--- src/rtl/display_scan_ctrl.sv ---
// Four-digit seven-segment scan driver: shadowed BCD value, guard time, blank/blink masks.
// Optional leading-zero blanking is enabled by defining DISPLAY_SCAN_LZB_EN.
module display_scan_ctrl #(
    parameter int unsigned SLOT_CYCLES  = 50000,
    parameter int unsigned GUARD_CYCLES = 500,
    parameter int unsigned BLINK_FRAMES = 64
) (
    input  logic        clk,
    input  logic        reset,
    input  logic        enable,
    input  logic [15:0] number,
    input  logic        load,
    input  logic [3:0]  blank_mask,
    input  logic [3:0]  blink_mask,
    output logic [6:0]  seg,
    output logic [3:0]  an,
    output logic        frame_done
);

    localparam int unsigned SLOT_W  = $clog2(SLOT_CYCLES);
    localparam int unsigned FRAME_W = $clog2(BLINK_FRAMES + 1);

    typedef enum logic {IDLE, SCAN} state_t;

    state_t             state_q, state_d;
    logic [15:0]        shadow_q, shadow_d;
    logic [15:0]        staged_q, staged_d;
    logic               pending_q, pending_d;
    logic [1:0]         digit_q, digit_d;
    logic [SLOT_W-1:0]  slot_q, slot_d;
    logic [FRAME_W-1:0] frame_q, frame_d;
    logic               blink_off_q, blink_off_d;
    logic [6:0]         seg_q, seg_d;
    logic [3:0]         an_q, an_d;
    logic               frame_done_q, frame_done_d;

    logic [3:0]         blank_eff;
    logic [3:0]         nibble;
    logic               slot_wrap;
    logic               frame_wrap;
    logic [FRAME_W-1:0] frame_next;

    function automatic logic [6:0] encode(input logic [3:0] v);
        case (v)
            4'h0: encode = 7'b0111111;
            4'h1: encode = 7'b0000110;
            4'h2: encode = 7'b1011011;
            4'h3: encode = 7'b1001111;
            4'h4: encode = 7'b1100110;
            4'h5: encode = 7'b1101101;
            4'h6: encode = 7'b1111101;
            4'h7: encode = 7'b0000111;
            4'h8: encode = 7'b1111111;
            4'h9: encode = 7'b1101111;
            4'hA: encode = 7'b1110111;
            4'hB: encode = 7'b1111100;
            4'hC: encode = 7'b0111001;
            4'hD: encode = 7'b1011110;
            4'hE: encode = 7'b1111001;
            default: encode = 7'b1110001;
        endcase
    endfunction

`ifdef DISPLAY_SCAN_LZB_EN
    logic [3:0] lzb;
    always_comb begin
        lzb    = '0;
        lzb[3] = (shadow_q[15:12] == 4'h0);
        lzb[2] = lzb[3] && (shadow_q[11:8] == 4'h0);
        lzb[1] = lzb[2] && (shadow_q[7:4] == 4'h0);
        blank_eff = blank_mask | lzb;
    end
`else
    assign blank_eff = blank_mask;
`endif

    assign nibble     = shadow_q[{digit_q, 2'b00} +: 4];
    assign slot_wrap  = (slot_q == SLOT_W'(SLOT_CYCLES - 1));
    assign frame_wrap = slot_wrap && (digit_q == 2'd3);
    assign frame_next = frame_q + 1'b1;

    always_comb begin
        state_d      = state_q;
        shadow_d     = shadow_q;
        staged_d     = staged_q;
        pending_d    = pending_q;
        digit_d      = digit_q;
        slot_d       = slot_q;
        frame_d      = frame_q;
        blink_off_d  = blink_off_q;
        seg_d        = '0;
        an_d         = '1;
        frame_done_d = 1'b0;

        if (load) begin
            staged_d  = number;
            pending_d = 1'b1;
        end

        case (state_q)
            IDLE: begin
                if (enable) state_d = SCAN;
                if (load) begin
                    shadow_d  = number;
                    pending_d = 1'b0;
                end else if (pending_q) begin
                    shadow_d  = staged_q;
                    pending_d = 1'b0;
                end
            end
            default: begin
                if (!enable) begin
                    state_d     = IDLE;
                    digit_d     = '0;
                    slot_d      = '0;
                    frame_d     = '0;
                    blink_off_d = 1'b0;
                end else begin
                    if (slot_q >= SLOT_W'(GUARD_CYCLES) && !blank_eff[digit_q]
                        && !(blink_off_q && blink_mask[digit_q])) begin
                        an_d  = ~(4'b0001 << digit_q);
                        seg_d = encode(nibble);
                    end
                    slot_d = slot_wrap ? '0 : slot_q + 1'b1;
                    if (slot_wrap) digit_d = digit_q + 1'b1;
                    // A load arriving on the boundary cycle beats the staged value.
                    if (frame_wrap) begin
                        frame_done_d = 1'b1;
                        if (load) begin
                            shadow_d  = number;
                            pending_d = 1'b0;
                        end else if (pending_q) begin
                            shadow_d  = staged_q;
                            pending_d = 1'b0;
                        end
                        if (frame_next == FRAME_W'(BLINK_FRAMES)) begin
                            frame_d     = '0;
                            blink_off_d = ~blink_off_q;
                        end else begin
                            frame_d = frame_next;
                        end
                    end
                end
            end
        endcase
    end

    always_ff @(posedge clk or posedge reset) begin
        if (reset) begin
            state_q      <= IDLE;
            shadow_q     <= '0;
            staged_q     <= '0;
            pending_q    <= 1'b0;
            digit_q      <= '0;
            slot_q       <= '0;
            frame_q      <= '0;
            blink_off_q  <= 1'b0;
            seg_q        <= '0;
            an_q         <= '1;
            frame_done_q <= 1'b0;
        end else begin
            state_q      <= state_d;
            shadow_q     <= shadow_d;
            staged_q     <= staged_d;
            pending_q    <= pending_d;
            digit_q      <= digit_d;
            slot_q       <= slot_d;
            frame_q      <= frame_d;
            blink_off_q  <= blink_off_d;
            seg_q        <= seg_d;
            an_q         <= an_d;
            frame_done_q <= frame_done_d;
        end
    end

    assign seg        = seg_q;
    assign an         = an_q;
    assign frame_done = frame_done_q;

endmodule

--- config.mk ---
export PLATFORM = sky130hd
export DESIGN_NAME = display_scan_ctrl
export DESIGN_NICKNAME = d
export VERILOG_FILES = /design/src/rtl/display_scan_ctrl.sv
export SDC_FILE = /design/constraint.sdc
export NUM_CORES = 1
export LEC_CHECK = 0
export ABC_AREA = 0
export ABC_CLOCK_PERIOD_IN_PS = 4300
export CAP_MARGIN = 10
export CORE_ASPECT_RATIO = 2
export CORE_UTILIZATION = 56
export DETAILED_ROUTE_END_ITERATION = 12
export PLACE_DENSITY = 0.87
export REMOVE_ABC_BUFFERS = 1
export SLEW_MARGIN = 10
export SYNTH_ARGS = -nofsm -noshare
export SYNTH_HDL_FRONTEND = slang
export SYNTH_SLANG_ARGS = --single-unit
--- constraint.sdc ---
create_clock -name clk -period 4.3 [get_ports clk]
set_input_delay 0.43 -clock clk [delete_from_list [all_inputs] [get_ports clk]]
set_output_delay 0.43 -clock clk [all_outputs]
set_load 0.05 [all_outputs]
# Word level (Yosys, flattened, before mapping)
# Memory sizes are Yosys's and may differ from the RTL's.
# Cells that the tools add are included.
word_totals:
  ff_bits: 72
  romBits: 112
  inputBits: 28
  output_inout_bits: 12
  memories: 1
classes:
  add_sub_neg: 3
  n_lt_le_gt_ge: 2
  n_eq_ne: 8
  shift: 2
  muxes: 35
  bitwise: 2
  reduce_logical: 10
memory_table:
  columns: ["name", "words", "word_bits", "read_ports", "rd_ports_with_merged_regs", "write_ports", "line", "source"]
  rows:
  - ["(name not given)", 16, 7, 1, 0, 0, "44", "case (v)"]
op_table:
  columns: ["op", "n"]
  rows:
  - ["16-bit 2-to-1 mux", 7]
  - ["7-bit 2-to-1 mux", 6]
  - ["16-bit by 1-bit adder with 16-bit output (second input constant)", 1]
  - ["16-bit equality test (second input constant)", 1]
  - ["16-bit by 9-bit >= comparator with 1-bit output (second input constant)", 1]
  - ["16-bit by 5-bit variable part select with 4-bit output", 1]
  - ["1-bit 2-to-1 mux", 15]
  - ["4-bit 2-to-1 mux", 3]
  - ["2-bit by 1-bit inequality test with 1-bit output (second input constant)", 4]
  - ["7-bit by 1-bit adder with 7-bit output (second input constant)", 1]
  - ["7-bit equality test (second input constant)", 1]
  - ["2-bit AND reduction", 3]
  - ["1-bit binary-select mux with 2-bit select", 2]
  - ["1-bit logical AND", 4]
  - ["2-bit 2-to-1 mux", 2]
  - ["4-bit inverter", 1]
  - ["1-bit by 2-bit << shifter with 4-bit output (first input constant)", 1]
  - ["2-bit by 3-bit less-than comparator with 1-bit output (second input constant)", 1]
  - ["3-bit AND reduction", 1]
  - ["2-bit by 1-bit adder with 2-bit output (second input constant)", 1]
  - ["2-bit equality test (second input constant)", 1]
  - ["1-bit logical NOT", 2]
  - ["2-bit inequality test (second input constant)", 1]
  - ["1-bit inverter", 1]

# Longest topological paths before layout
logic_depth:
  depth_word: 8
  ltp_mapped: 7

# Worst setup path after synthesis
# OpenSTA, ideal clock, no wires.
synth_timing:
  path_type: "reg-to-reg"
  from: "reg digit_q[0]"
  to: "reg seg_q[0], in the netlist seg[0]"
  t_arrival_ns: 2.110
  slack_ns: 2.107
  stages_incl_launch_ff: 6
  n_path_buf: 1
  period_less_slack_ns: 2.193
  cell_sequence: "dfrtp_1 > buf_2 > mux4_2 > ha_1 > or4_1 > a31oi_1"
synth_via:
  elab_chain_cells: 8
synth_lines:
  columns: ["element", "line", "source"]
  rows:
  - ["from (decl)", "29", "logic [1:0] digit_q, digit_d;"]
  - ["from (signal assigned)", "166", "digit_q <= digit_d;"]
  - ["parallel branches: the longest is 5 deep, another holds memory read 16 x 7 bit", null, null]
  - ["7-bit 2-to-1 mux (*)", "119", "if (slot_q >= SLOT_W'(GUARD_CYCLES) && !blank_eff[digit_q]"]
  - ["7-bit 2-to-1 mux (*)", "112", "if (!enable) begin"]
  - ["7-bit 2-to-1 mux (*)", "100", "case (state_q)"]
  - ["named net seg_d[0]", "33", "logic [6:0] seg_q, seg_d;"]
  - ["to (signal assigned)", "170", "seg_q <= seg_d;"]
  - ["to (decl)", "33", null]
# Mark *: on every way through the listed nets, which the timed path passes. The select of a mux whose other input is x is not followed.
# A chain may end at the register's enable or synchronous reset.

# Final worst setup path
layout_timing:
  from: "reg slot_q[10]"
  to: "reg shadow_q[3]"
layout_via:
  elab_chain_cells: 4
layout_lines:
  columns: ["element", "line", "source"]
  rows:
  - ["from (decl)", "30", "logic [SLOT_W-1:0] slot_q, slot_d;"]
  - ["from (signal assigned)", "167", "slot_q <= slot_d;"]
  - ["16-bit equality test", "78", "assign slot_wrap = (slot_q == SLOT_W'(SLOT_CYCLES - 1));"]
  - ["1-bit logical AND", "79", "assign frame_wrap = slot_wrap && (digit_q == 2'd3);"]
  - ["2-bit by 1-bit inequality test with 1-bit output (no source line)", null, null]
  - ["2-bit AND reduction (no source line)", null, null]
  - ["to (signal assigned)", "163", "shadow_q <= shadow_d;"]
  - ["to (decl)", "26", "logic [15:0] shadow_q, shadow_d;"]
# No other way between the ends.

==> results by group <==
Die
  – Starting Density: 58.9%
  – I/O pin total: 40
  – Core area: between 0.006 and 0.007 mm2
  – Die X: 59.8 um
  – Die ar.: 0.00704 mm2
  – Die height: 118 um
  – Row count: 41

Synthesis
  – Unique masters post-synth: 57
  – Synthesized area: 0.00375 mm2
  – Sequential area share after synthesis: 48.2%
  – Post-synth EDFFs: 0
  – Largest family of logic cells by synthesized area: multiplexers
  – #FFs+latches synth: between 70 and 80
  – Simple-Gate Fraction of Synth Area: 16.0%
  – Fraction of the mapped netlist area in adder cells: approximately 4.3%
  – Synth Instances: 325
  – Synth warn: 0
  – Post-synthesis compound-gate area fraction: 9.88%
  – Mux share of post-synthesis cell area: 16.2%
  – Share of the synthesized area in the top cell type: 45.4%
  – Syn Area/Cell: 11.5 um2
  – Ys async rst share: 100%
  – Top_reg_cell synth: dfrtp_1
  – Synth area leaders: dfrtp_1 45%, mux2_2 7.2%, ha_1 4.3%, mux2_4 4.0%, mux4_2 3.6%
  – Synth area leader: dfrtp_1
  – Xor and xnor fraction of the mapped netlist area: 2.34%

Power and ir drop
  – P per Cell Area: about 370 mW/mm2
  – Internal Power: approximately 1300 uW
  – Pleak: 0.00194 uW
  – Worst vdd ir: 0.000322 V
  – Flop pwr share: between 40% and 50%
  – Logic pwr share: 14.6%
  – Sw Share: 24.2%
  – Total power: 1660 uW
  – Clock share of power: 38.9%
  – P_sw: 401 uW

Placement
  – # placed instances: 438
  – Pre-CTS setup slack: 1640 ps
  – Placed Area: 0.00421 mm2
  – Final HPWL DP: approximately 5700 um
  – Number of I/O port buffers: 39
  – RePlAce Congestion: 0.895

GRT
  – GRT overflow: 0
  – Number of global-route vias before repair: about 2800
  – GRT Total Usage: 25.2%
  – Largest net degree at the start of global routing: 47
  – First-pass GRT wire length: 13300 um
  – Antenna violations before repair: 0

STA
  – Hold violation count in the final report: 0
  – Max Slew Vio Count: 0
  – Period utilisation layout: 63.6%
  – Final setup fails: 0
  – Clock skew: 10.2 ps
  – Worst rel slew slack: 37.8%
  – RSZ-0062 raised after global routing: false
  – Setup tns final: 0 ps
  – Min Clock Period, post-route: 2740 ps
  – Final WS setup: 1560 ps
  – Worst-margin pin slew: between 900 and 1000 ps
  – Max Freq: 366 MHz

Setup path
  – Critical Path RT: around 4500 ps
  – Arrival time worst endpoint: 2950 ps
  – Family with the most delay on the worst path: simple AND/OR/NAND/NOR gates
  – Reg2Reg Depth: 4
  – R2R Setup Slk: 1560 ps
  – Kind of critical path: register to register
  – Reg-to-Reg Start: slot_q[10]
  – Slowest CP cell: or4_1
  – Critical path startpoint category: register
  – Worst-path maximum fanout: 16
  – CP Buf/Inv Count: 0
  – RR Endpoint: shadow_q[3]
  – Cell Chain, Critical Path: or4_1, nor4_4, a31oi_4, mux2_4
  – Crit path capture type: register
  – Slowest cell delay on critical path: 670 ps

Clock network
  – CTS tree: done
  – CTS buffer count: 9
  – Clock latency on the worst-skew pair: approximately 330 ps
  – H-tree Lvls: 3
  – Post-CTS sizing: 0
  – Register clock-pin slew on the reported worst setup and hold paths: ~60 ps
  – CTS max path bufs: 2
  – Hold-fix buffers, CTS: 0
  – Root buf cell: clkbuf_16
  – Clock sink total: 72
  – Setup bufs post-CTS: 0

Worst hold path
  – Worst hold path startpoint: staged_q[3]
  – Hold Path Stages: 1
  – Hold Path End: staged_q[3]
  – Min-delay worst type: register to register

Detailed routing
  – Pre-antenna DRT Iters: 4
  – Post-Route WL: ~7800 um
  – Number of antenna-violating nets in the routed design: 0
  – Via-per-instance ratio: 6.05
  – Length of routed met3 wiring: 288 um
  – Wire length on met2: 4260 um
  – DR top layer: met4
  – # DRC: 0
  – WL met1: 2970 um
  – Drt wl/cell: 17.3 um
  – Starting DRT DRC Count: between 150 and 200
  – Total vias in the final route: 2733

Run
  – Max Cap Violations: 0

Finish
  – Finished Layout Cells: ~450
  – Antenna Cells: 0
  – Nets: around 400
  – Layout area overhead: 19.1%
  – Post-route cell area: 0.00446 mm2
  – Share of cells above drive strength 1: 18.3%

Status
  – Run status: completed
-- cell type report --
| type | instances | area, um2 |
|---|---|---|
| well taps | 86 | 108 |
| fillers | 479 | 1900 |
| flip-flops and latches | 72 | 1810 |
| inverters | 13 | 48.8 |
| clock buffers | 13 | 250 |
| clock inverters | 1 | 5.00 |
| multi-input cells | 225 | 1830 |
| repair buffers | 42 | 413 |
-- worst max path at each step --
stage / start / endpoint / depth (start not counted)
final: slot_q[10] / shadow_q[3] / 4
after floorplan: slot_q[10] / blink_off_q / 4
after global placement: slot_q[10] / shadow_q[6] / 4
after detailed placement: slot_q[10] / shadow_q[6] / 4
after global routing: slot_q[10] / shadow_q[3] / 4
after CTS: slot_q[10] / shadow_q[3] / 4
-- power by group through the flow --
stage                     Sequential, uW  Combinational (uW)  Clock [uW]
after global routing                 776                 264         688
final                                772                 242         646
after floorplan                      766                 174           0
after global placement               777                 231           0
after CTS                            770                 244         658
after detailed placement             781                 242           0
-- cell usage in the layout, fill, tap and decap left out, types with 6 or more instances in the layout --
master,Yosys,final
a21oi_1,12,12
and3_1,9,9
clkbuf_16,0,9
clkdlybuf4s50_1,0,39
dfrtp_1,68,68
ha_1,13,13
inv_1,12,11
mux2_2,24,24
mux2_4,10,10
mux4_2,6,6
nand2_1,19,19
nand2b_1,6,6
nand3_1,12,12
nand4_1,7,7
nor2_1,21,21
nor3_1,6,6
o21ai_0,6,6
-- worst register-to-register path, cell delays in order, from the launching register on --
cell	delay [ps]
dfrtp_1	430
or4_1	670
nor4_4	660
a31oi_4	430
mux2_4	410
-- flip-flops by register name, indices dropped and copies added, names as in the netlist --
name         count
shadow_q        16
digit_q          2
frame_q          7
frame_done       1
seg              7
staged_q        16
an               4
blink_off_q      1
state_q          1
slot_q          16
pending_q        1
-- logic make-up after synthesis --
group,count (synthesis)
xor gates and xnor gates,10
AOI/OAI and AO/OA,50
and+or+nand+nor,107
DFF,72
buffers and inverters,28
adders and majority gates,13
muxes,45
-- metal layers --
layer	global-route usage (%)	up-vias
li1	-	1267
met1	30.2	1352
met2	41.3	88
met3	5.60	26
met4	12.2	0
met5	0	-
-- cell usage after synthesis, types with 5 or more instances --
| cell type | n |
|---|---|
| dfrtp_1 | 68 |
| mux2_2 | 24 |
| nor2_1 | 21 |
| nand2_1 | 19 |
| ha_1 | 13 |
| a21oi_1 | 12 |
| inv_1 | 12 |
| nand3_1 | 12 |
| clkbuf_1 | 10 |
| mux2_4 | 10 |
| and3_1 | 9 |
| nand4_1 | 7 |
| mux4_2 | 6 |
| nand2b_1 | 6 |
| nor3_1 | 6 |
| o21ai_0 | 6 |
| mux2i_1 | 5 |
| xnor2_1 | 5 |
| xor2_1 | 5 |
-- through the flow --
stage / util, % / hold WS, ps
after detailed placement: 66.1 / 491
after floorplan: - / 461
after CTS: 70.2 / 503
after global routing: 70.2 / 506
after global placement: 66.1 / 484
final: 70.2 / 498
Note: power is estimated with default switching activity, not from simulation.
